`src/rtl/programmable_ram_pkg.sv`:
```
// Shared types for the programmable main-memory block.
package programmable_ram_pkg;

  typedef enum logic {
    RAM_CLEAR = 1'b0,
    RAM_RUN   = 1'b1
  } ram_state_t;

endpackage

```
`src/rtl/programmable_ram_rising_edge_detect.sv`:
```
// Single-cycle pulse on the rising edge of a synchronised level (panel buttons).
module rising_edge_detect (
  input  logic clk,
  input  logic rst_n,
  input  logic in,
  output logic pulse
);

  logic in_q_r;

  // delayed copy of the input, updated every edge regardless of mode
  always_ff @(posedge clk or negedge rst_n) begin
    if (!rst_n) begin
      in_q_r <= 1'b0;
    end else begin
      in_q_r <= in;
    end
  end

  assign pulse = in & ~in_q_r;

endmodule

```
`src/rtl/programmable_ram.sv`:
```
// DATA_W x 2**ADDR_W main memory with post-reset zero fill, bus writes and
// front-panel programming (edge-triggered button, optional auto-increment pointer).
module programmable_ram
  import programmable_ram_pkg::*;
#(
  parameter int DATA_W         = 8,
  parameter int ADDR_W         = 4,
  parameter int CLEAR_ON_RESET = 1
) (
  input  logic              clk,
  input  logic              rst_n,
  input  logic              read_from_bus,
  input  logic              manual_mode,
  input  logic              manual_write,
  input  logic              manual_auto_inc,
  input  logic [ADDR_W-1:0] address,
  input  logic [DATA_W-1:0] program_switches,
  input  logic [DATA_W-1:0] bus_in,
  output logic [DATA_W-1:0] bus_out,
  output logic              busy,
  output logic [ADDR_W-1:0] manual_address
);

  localparam int                DEPTH       = 2 ** ADDR_W;
  localparam logic [ADDR_W-1:0] LAST_ADDR   = ADDR_W'(DEPTH - 1);
  localparam ram_state_t        RESET_STATE = (CLEAR_ON_RESET != 0) ? RAM_CLEAR : RAM_RUN;

  logic [DATA_W-1:0] mem_r [DEPTH];

  ram_state_t        state_r;
  ram_state_t        state_next_s;
  logic [ADDR_W-1:0] clr_ptr_r;
  logic [ADDR_W-1:0] clr_ptr_next_s;
  logic [ADDR_W-1:0] man_ptr_r;
  logic [ADDR_W-1:0] man_ptr_next_s;
  logic [ADDR_W-1:0] eff_addr_s;
  logic [ADDR_W-1:0] wr_addr_s;
  logic [DATA_W-1:0] wr_data_s;
  logic              wr_en_s;
  logic              btn_pulse_s;

  rising_edge_detect u_btn_edge (
    .clk   (clk),
    .rst_n (rst_n),
    .in    (manual_write),
    .pulse (btn_pulse_s)
  );

  // address used for panel reads/writes
  always_comb begin
    if (manual_mode && manual_auto_inc) begin
      eff_addr_s = man_ptr_r;
    end else begin
      eff_addr_s = address;
    end
  end

  // next-state, pointer updates and single write-port selection
  always_comb begin
    state_next_s   = state_r;
    clr_ptr_next_s = clr_ptr_r;
    wr_en_s        = 1'b0;
    wr_addr_s      = eff_addr_s;
    wr_data_s      = '0;
    // without auto-increment the pointer shadows the switches, so it is seeded on entry
    if (manual_auto_inc) begin
      man_ptr_next_s = man_ptr_r;
    end else begin
      man_ptr_next_s = address;
    end
    case (state_r)
      RAM_CLEAR: begin
        wr_en_s        = 1'b1;
        wr_addr_s      = clr_ptr_r;
        wr_data_s      = '0;
        clr_ptr_next_s = clr_ptr_r + 1'b1;
        if (clr_ptr_r == LAST_ADDR) begin
          state_next_s = RAM_RUN;
        end else begin
          state_next_s = RAM_CLEAR;
        end
      end
      RAM_RUN: begin
        if (!manual_mode) begin
          wr_en_s   = read_from_bus;
          wr_addr_s = address;
          wr_data_s = bus_in;
        end else if (btn_pulse_s) begin
          wr_en_s   = 1'b1;
          wr_addr_s = eff_addr_s;
          wr_data_s = program_switches;
          if (manual_auto_inc) begin
            man_ptr_next_s = man_ptr_r + 1'b1;
          end else begin
            man_ptr_next_s = address;
          end
        end else begin
          wr_en_s = 1'b0;
        end
      end
      default: begin
        state_next_s = RESET_STATE;
      end
    endcase
  end

  // control state; the memory array itself is deliberately not reset
  always_ff @(posedge clk or negedge rst_n) begin
    if (!rst_n) begin
      state_r   <= RESET_STATE;
      clr_ptr_r <= '0;
      man_ptr_r <= '0;
    end else begin
      state_r   <= state_next_s;
      clr_ptr_r <= clr_ptr_next_s;
      man_ptr_r <= man_ptr_next_s;
    end
  end

  // single write port
  always_ff @(posedge clk) begin
    if (wr_en_s) begin
      mem_r[wr_addr_s] <= wr_data_s;
    end
  end

  assign bus_out        = (state_r == RAM_RUN) ? mem_r[eff_addr_s] : '0;
  assign busy           = (state_r == RAM_CLEAR);
  assign manual_address = man_ptr_r;

endmodule

```
`config.mk`:
```
export PLATFORM = sky130hd
export DESIGN_NAME = programmable_ram
export DESIGN_NICKNAME = d
export VERILOG_FILES = /design/src/rtl/programmable_ram_pkg.sv /design/src/rtl/programmable_ram_rising_edge_detect.sv /design/src/rtl/programmable_ram.sv
export SDC_FILE = /design/constraint.sdc
export NUM_CORES = 1
export LEC_CHECK = 0
export CORE_ASPECT_RATIO = 1.75
export CORE_MARGIN = 2
export CORE_UTILIZATION = 45
export DETAILED_ROUTE_END_ITERATION = 10
export PLACE_DENSITY = 0.66
export SYNTH_ARGS = -nofsm -noshare
export SYNTH_HDL_FRONTEND = slang
export SYNTH_SLANG_ARGS = --single-unit
```
`constraint.sdc`:
```
create_clock -name clk -period 2.85 [get_ports clk]
set_input_delay 0.57 -clock clk [delete_from_list [all_inputs] [get_ports clk]]
set_output_delay 0.57 -clock clk [all_outputs]
set_load 0.01 [all_outputs]
```
==> metrics <==
largest net degree at the start of global routing=19; first-pass GRT wire length=25200 um; final setup violation count=0; gp weighted congestion=slightly below 0.9; Worst-path clk slew=0.07 ns; CP Capture Type=output pin; Final ANT Viol Nets=0; Critical Path Start=manual_address[0]$_DFF_PN0_; minimum clock period=2.84 ns; count of cell types in the netlist=52; CP max FO=5; total power=roughly 5.3 mW; Antenna diodes=0; Fin. Hold Viols=0; Slew @ Worst Pin=0.845 ns; Peak Freq=352 MHz; crit path kind=reg2out; RSZ-0062 raised after global routing=yes; vias=4265; port buffer count=38; Mapped Cells=405; Mapped Area=0.00594 mm^2; most common cell after layout, fill and taps aside=edfxtp_1; First DRT Iteration DRCs=around 300; Initial Util=0.459; HPWL after DPL=10700 um; nets@finish=approximately 580; initial antenna violation count=0; min-delay worst type=in2reg; register area=0.00410 mm^2; cells on worst reg2reg path=8; Routed WL=16600 um; Hold Path Depth=3; Clock Sinks=around 140; CP startpoint kind=flip-flop; GRT Total Usage=0.241; LEAKAGE=3.02 nW; Finished Layout Cells=around 730; row cnt=55; Yosys reg bits=between 100 and 150; vias in the first global route=4477; synth warn=0; clock latency on the worst-skew pair=between 0.4 and 0.5 ns; core area=0.0129 mm^2; CP Data Arrival Time=2.27 ns; Placed Cells=672; Pins Over Slew Limit=0; register area share after synthesis=0.689; Max clock buf depth=2; gr ovfl total=0; outcome=complete, no violations; setup TNS=0 ns; max-cap violations=0; Critical Path RT=2.28 ns; area grow syn2layout=40.1%; Via density=5.83; Die Y=156 um; asr flop ratio synth=0.0725; syn_area_per_cell=14.7 um^2; PD cells=~630 mW/mm^2; EDFF count, synth=around 130; clock skew=0.0108 ns; DRC violations left=0; Post-synth top flop=edfxtp_1; Die W=90.9 um; commonest cells after routing, fill and taps aside=edfxtp_1 (128), buf_4 (85), and3_1 (30); I/O Pins=39; layout cells sized above 1=0.381; worst slew margin relative to its limit=0.434; Inserted Clock Buffers=17; Mapped Nets=433; DRT Pass-1 Iters=5; period utilization=0.997; Routed WL per cell=22.7 um; multi-input logic area=about 0.0021 mm^2; die area=0.0142 mm^2; hold_sp=address[2]; Max VDD drop=approximately 0.47 mV; H-tree depth=4; worst r2r src=manual_address[0]$_DFF_PN0_; Fillers=947; CTS tree=yes; CTS root buffer=clkbuf_16
## worst paths after layout
check,slack [ns],endpoint
setup / recovery,0.01,bus_out[6]
hold / removal,0.45,manual_address[2]$_DFF_PN0_
setup reg to reg,0.42,mem_r[15][4]$_DFFE_PP_
hold reg to reg,0.54,clr_ptr_r[2]$_DFFE_PN0N_
max in group asynchronous,2.03,manual_address[1]$_DFF_PN0_
min in group asynchronous,0.47,manual_address[0]$_DFF_PN0_
## Yosys cell counts (4+ instances only)
cell type / n / area, um^2
buf_4: 7 / 52.6
nor2_1: 25 / 93.8
a211oi_1: 28 / 210
and2_1: 4 / 25.0
inv_1: 4 / 15.0
xnor2_1: 4 / 35.0
nand2_1: 17 / 63.8
a21oi_1: 7 / 35.0
nor4b_1: 7 / 61.3
nand3_1: 11 / 55.1
and3_1: 31 / 194
edfxtp_1: 128 / 3840
a22oi_1: 11 / 82.6
buf_2: 8 / 40.0
o21ai_0: 9 / 45.0
clkbuf_1: 6 / 22.5
mux2i_1: 17 / 170
dfrtp_1: 10 / 250
a31oi_1: 16 / 100
a31o_1: 7 / 61.3
a22o_1: 8 / 70.1
## state kept, by name, summed over array words and instances (netlist names)
name / count
clr_ptr_r: 4
u_btn_edge.in_q_r: 1
mem_r: 128
manual_address: 4
state_r: 1
## what timing repair did
item / CTS / global route
buffers inserted: 19 / 11
gates cloned: 2 / 0
endpoints found under the setup margin: 8 / 6
endpoints found under the hold margin: 0 / 0
hold buffers: 0 / 0
pin swaps: 16 / 12
gates resized for setup: 107 / 30
## final cells by class
cell class | instances | area share
inverter | 4 | 0.00180
multi-input combinational | 239 | 0.248
clock inverter | 14 | 0.0195
clock buffer | 17 | 0.0511
tap | 171 | 0.0257
timing repair buffer | 149 | 0.162
sequential | 138 | 0.492
## where the power goes
| part | total [mW] | internal, mW | leakage, nW | switching [mW] |
|---|---|---|---|---|
| combinational | 0.764 | 0.366 | 1.49 | 0.398 |
| clock | 2.21 | 1.31 | 0.281 | 0.899 |
| sequential | 2.28 | 2.27 | 1.24 | 0.0179 |
## critical path, stage by stage, from the launching register on
cell and delay [ns]:
dfrtp_1 0.43, buf_4 0.16, buf_4 0.13, mux2i_4 0.19, buf_6 0.14, buf_4 0.11, mux4_2 0.35, nand3_2 0.08
o211ai_1 0.10, buf_2 0.16
## metal layers
metal / wire, um / global-route usage / vias up
met5: 0 / 0 / -
li1: - / - / 1897
met2: 9120 / 0.433 / 173
met1: 5950 / 0.261 / 2146
met3: 713 / 0.0449 / 49
met4: 843 / 0.152 / 0
## per-stage QoR
stage	setup slack [ns]	cell area [um^2]	hold slack (ns)	utilization
4_1_cts	0.00650	8130	0.483	0.628
6_report	0.00970	8330	0.445	0.644
3_5_place_dp	-1.24	7100	0.523	0.549
2_1_floorplan	0.321	5940	0.274	-
3_3_place_gp	-1.21	7100	0.508	0.549
5_1_grt	-0.0381	8330	0.457	0.644
## cells by family (layout without fill, tap and decap cells)
logic type                 Yosys count  in the layout  synth area share
buffers and inverters               28            184            0.0257
and+or+nand+nor                    109            109             0.100
AOI/OAI and AO/OA                   99             99             0.124
DFF                                138            138             0.689
muxes                               23             23            0.0476
xor gates and xnor gates             6              6           0.00884
adders and majority gates            2              2           0.00421
Power figures use the tool's default switching activity.
